[config.mk]
export PLATFORM = sky130hd
export DESIGN_NAME = ls_mem_responder
export DESIGN_NICKNAME = d
export VERILOG_FILES = /design/src/rtl/ls_mem_responder.sv
export SDC_FILE = /design/constraint.sdc
export NUM_CORES = 1
export LEC_CHECK = 0
export ABC_AREA = 1
export BUFFER_PORTS_ARGS = -buffer_cell sky130_fd_sc_hd__buf_4
export CAP_MARGIN = 20
export CORE_MARGIN = 5
export CORE_UTILIZATION = 25
export DETAILED_ROUTE_END_ITERATION = 8
export PLACE_DENSITY = 0.57
export SLEW_MARGIN = 20
export SYNTH_ARGS = -nofsm -noshare
export SYNTH_HDL_FRONTEND = slang
export SYNTH_SLANG_ARGS = --single-unit
[constraint.sdc]
create_clock -name clk -period 3.1 [get_ports clk]
set_input_delay 0.31 -clock clk [delete_from_list [all_inputs] [get_ports clk]]
set_output_delay 0.31 -clock clk [all_outputs]
set_load 0.02 [all_outputs]
[src/rtl/ls_mem_responder.sv]
// rtl/ls_mem_responder.sv - two-core load/store responder onto one single-port synchronous RAM
module ls_mem_responder #(
    parameter int ADDR_W = 11,
    parameter int DATA_W = 32,
    parameter int RD_LAT = 1
) (
    input  logic              clk,
    input  logic              rst,
    input  logic              rd_req0,
    input  logic [ADDR_W-1:0] rd_adrs0,
    input  logic              wr_req0,
    input  logic [ADDR_W-1:0] wr_adrs0,
    input  logic [DATA_W-1:0] wdata0,
    input  logic              rd_req1,
    input  logic [ADDR_W-1:0] rd_adrs1,
    input  logic              wr_req1,
    input  logic [ADDR_W-1:0] wr_adrs1,
    input  logic [DATA_W-1:0] wdata1,
    output logic              rd_valid0,
    output logic [DATA_W-1:0] rdata0,
    output logic              wr_valid0,
    output logic              rd_valid1,
    output logic [DATA_W-1:0] rdata1,
    output logic              wr_valid1,
    output logic              mem_en,
    output logic              mem_we,
    output logic [ADDR_W-1:0] mem_adrs,
    output logic [DATA_W-1:0] mem_wdata,
    input  logic [DATA_W-1:0] mem_rdata
);

    localparam logic [1:0] S_IDLE  = 2'd0;
    localparam logic [1:0] S_ISSUE = 2'd1;
    localparam logic [1:0] S_WAIT  = 2'd2;

    localparam int CNT_W = (RD_LAT > 1) ? $clog2(RD_LAT) : 1;

    logic [1:0]       state;
    logic             last_port;
    logic             sel_port;
    logic             sel_we;
    logic [CNT_W-1:0] cnt;

    logic              elig_wr0, elig_rd0, elig_wr1, elig_rd1;
    logic              any0, any1;
    logic              pick;
    logic              pick_we;
    logic [ADDR_W-1:0] pick_adrs;
    logic [DATA_W-1:0] pick_wdata;
    logic              done_wr, done_rd;

    // A request that already has its valid raised is waiting for the core to drop req.
    always_comb begin
        elig_wr0   = wr_req0 & ~wr_valid0;
        elig_rd0   = rd_req0 & ~rd_valid0;
        elig_wr1   = wr_req1 & ~wr_valid1;
        elig_rd1   = rd_req1 & ~rd_valid1;
        any0       = elig_wr0 | elig_rd0;
        any1       = elig_wr1 | elig_rd1;
        pick       = (any0 & any1) ? ~last_port : any1;
        pick_we    = pick ? elig_wr1 : elig_wr0;
        pick_wdata = pick ? wdata1 : wdata0;
        if (pick) begin
            pick_adrs = elig_wr1 ? wr_adrs1 : rd_adrs1;
        end else begin
            pick_adrs = elig_wr0 ? wr_adrs0 : rd_adrs0;
        end
    end

    // Strobe decoded from state so an asynchronous reset drops it immediately.
    assign mem_en  = (state == S_ISSUE);
    assign mem_we  = mem_en & sel_we;
    assign done_wr = (state == S_ISSUE) & sel_we;
    assign done_rd = (state == S_WAIT) & (cnt == '0);

    always_ff @(posedge clk or posedge rst) begin
        if (rst) begin
            state     <= S_IDLE;
            last_port <= 1'b1;
            sel_port  <= 1'b0;
            sel_we    <= 1'b0;
            cnt       <= '0;
            mem_adrs  <= '0;
            mem_wdata <= '0;
        end else begin
            case (state)
                S_IDLE: begin
                    if (any0 | any1) begin
                        state     <= S_ISSUE;
                        sel_port  <= pick;
                        sel_we    <= pick_we;
                        last_port <= pick;
                        mem_adrs  <= pick_adrs;
                        if (pick_we) begin
                            mem_wdata <= pick_wdata;
                        end
                    end
                end
                S_ISSUE: begin
                    if (sel_we) begin
                        state <= S_IDLE;
                    end else begin
                        state <= S_WAIT;
                        cnt   <= CNT_W'(RD_LAT - 1);
                    end
                end
                S_WAIT: begin
                    if (cnt == '0) begin
                        state <= S_IDLE;
                    end else begin
                        cnt <= cnt - 1'b1;
                    end
                end
                default: state <= S_IDLE;
            endcase
        end
    end

    // Completion wins over the req-low clear, so a dropped in-flight request still pulses.
    always_ff @(posedge clk or posedge rst) begin
        if (rst) begin
            wr_valid0 <= 1'b0;
            wr_valid1 <= 1'b0;
            rd_valid0 <= 1'b0;
            rd_valid1 <= 1'b0;
            rdata0    <= '0;
            rdata1    <= '0;
        end else begin
            wr_valid0 <= (done_wr & ~sel_port) | (wr_valid0 & wr_req0);
            wr_valid1 <= (done_wr &  sel_port) | (wr_valid1 & wr_req1);
            rd_valid0 <= (done_rd & ~sel_port) | (rd_valid0 & rd_req0);
            rd_valid1 <= (done_rd &  sel_port) | (rd_valid1 & rd_req1);
            if (done_rd & ~sel_port) begin
                rdata0 <= mem_rdata;
            end
            if (done_rd & sel_port) begin
                rdata1 <= mem_rdata;
            end
        end
    end

endmodule

==> out/results.ini <==
[worst_setup_path]
ff2ff_path_depth = 10
slowest_delay_ns = 0.36
crit_type = flop to flop
critPathCaptureType = flop
cp_max_fo = 35
crit_buf_inv = 3
crit_slowest_cell = dfrtp_1
crit_required_ns = 3.40
cp.depth = 10
crit_family = simple AND/OR/NAND/NOR gates
cp-start-kind = flop
worstPathCellList = inv_1 > buf_4 > nand2_2 > nand2_4 > a21o_1 > nand2_2 > buf_4 > nand2_4 > nand2_1 > nand2_1
crit_arrival_ns = 2.69

[run_status]
status = finished, final reports clean

[cts]
htreeDepth = 4
post_cts_buffers = 0
clk_path_buf_depth = 2
path_clk_slew_ns = 0.06
worst_skew_pair.late_latency_ns = 0.41
tritoncts = built
clkSinkCount = 116
cts_hold_buf = 1
root_buffer = clkbuf_16
cts_resized = 0
cts_buffers = 17

[synthesis]
synth_top_area_share_pct = 54.0
synth_edf_count = 0
yosys-top-cells-area = dfrtp_1, nand2_1, nand3_1, o21ai_0, inv_1
ys_ff_latch = 116
synth_ff_type = dfrtp_1
synth_most_common_cell = nand2_1
syn_inst = 664
synth_xor_area_share_pct = 0
synthSimpleGateAreaFrac_pct = 28.9
synthDistinctLibCells = 21
synth_compound_area_share_pct = 8.97
yosysTopAreaCell = dfrtp_1
synthMuxAreaShare_pct = 0
synth_top_family_by_area = simple AND/OR/NAND/NOR gates
synthAdderAreaFrac_pct = 0
netlist_top_cells_count = nand2_1, dfrtp_1, nand3_1, o21ai_0, inv_1
synth_nets = 810
synthesis.area_um2 = 5330
yosysSeqAreaShare_pct = 54.5
async_flop_share_pct = 100
avgSynthCellArea_um2 = 8.03
synth_warnings = 0

[layout]
syn2layout_area_growth_pct = 52.5
final_nets = 1054
drive_gt1_share_pct = 33.9
post-route-cell-area_um2 = 8130
fin_util_pct = 38.7
diodes = 0
final_cells = 1195

[timing]
finalSetupViolCount = 0
fmax_ghz = 0.418
final_hold_viol_count = 0
grt_setup_unrepaired = false
post-route-period-util_pct = 77.2
tns_ns = 0
drv_slew = 0
slew_headroom_pct = 42.3
min_period_ns = 2.39
finClkSkew_ns = 0.0111
tightestPinTransition_ns = 0.864

[place]
placed_area_um2 = 7460
port_buffers = 258
place_congestion = 0.817
dp_hpwl_mm = 13.2
place_inst = 1163

[floorplanning]
die-area_um2 = 24300
initial_utilization_pct = 25.3
die_height_um = 156
rows = 53
pin_count = 259
fp.coreArea_um2 = 21000
fp.dieW_um = 156

[global_routing]
grt_pass1_vias = 5299
grt.overflow.total = 0
grt_pass1_wl_mm = 28.3
grt_max_degree = 66
antenna_found_initial = 0
grt_usage_pct = 14.6

[route]
dr_wl_met3_mm = 1.61
viasPerCell = 4.37
wl_mm = 17.9
drtIter0Drc = 287
drt-met1-wl_mm = 8.07
met2_length_mm = 8.03
routed.top_layer = met4
dr.pass1.iters = 5
num_vias = 5222
postRouteAntennaNets = 0
drc = 0
wl_per_cell_um = 15.0

[pwr]
p_leak_nw = 4.46
power_per_cell_area_nw_per_um2 = 1140
ir_worst_vdd_v = 0.000337

[run]
drv_cap = 0

[worst_hold_path]
hp-class = input pin to flop
hold_path_depth = 3

-- kinds of logic after synthesis --
kind of cell,after synthesis
flops,116
simple gates,366
compound gates,95
buf+inv,87
-- metrics by stage --
step | total power [mW] | setup WS (ns) | hold slack, ns
2_1_floorplan | 5.34 | 1.38 | 0.424
3_3_place_gp | 7.10 | 0.731 | 0.438
3_5_place_dp | 7.16 | 0.649 | 0.445
4_1_cts | 9.40 | 0.642 | 0.0962
5_1_grt | 9.94 | 0.440 | 0.119
6_report | 9.23 | 0.706 | 0.118
-- worst paths after layout --
check	start	end	slack, ns
max reg2reg	wr_valid1	mem_wdata[6]	0.71
min	rd_req1	rd_valid1	0.12
max in group asynchronous	rst	mem_wdata[19]	1.71
max	wr_valid1	mem_wdata[6]	0.71
min in group asynchronous	rst	rdata0[25]	0.55
min reg2reg	mem_wdata[29]	mem_wdata[29]	0.47
-- placed cells by master (no fill, tap or decap), drive strengths merged --
cell type    count
clkbuf          22
nand3           87
inv             43
nor2            17
bufinv           5
buf            267
clkinvlp         1
clkinv           4
dfrtp          115
dlygate4sd3      1
dfstp            1
nand2          261
a21o             1
a21oi            4
nor3             1
o21ai           90
-- metal layers --
layer  GRT usage (%)  vias to the layer above
li1                -                     2607
met1            19.4                     2393
met2            22.7                      209
met3            4.97                       13
met4            4.25                        0
met5               0                        -
-- state kept, by name (all words and copies together) (netlist names) --
name       flops
mem_wdata     32
rdata0        32
rdata1        32
mem_adrs      11
state          2
last_port      1
rd_valid0      1
rd_valid1      1
sel_port       1
sel_we         1
wr_valid0      1
wr_valid1      1
-- report_power, final --
group | switching, mW | internal [mW]
Combinational | 2.71 | 1.63
Clock | 0.683 | 1.51
Sequential | 0.423 | 2.27
-- final cells by class --
| cell class | count | area [µm²] |
|---|---|---|
| multi-input cells | 461 | 2030 |
| well taps | 275 | 344 |
| flip-flops and latches | 116 | 2900 |
| inverters | 44 | 169 |
| clock inverters | 9 | 174 |
| clock buffers | 22 | 484 |
| fillers | 2190 | 12900 |
| repair buffers | 268 | 2030 |
-- tightest hold or removal path: stages --
cell	delay (ns)
buf_4	0.09
nand2_1	0.04
nand2_1	0.05
Power figures use the tool's default switching activity.
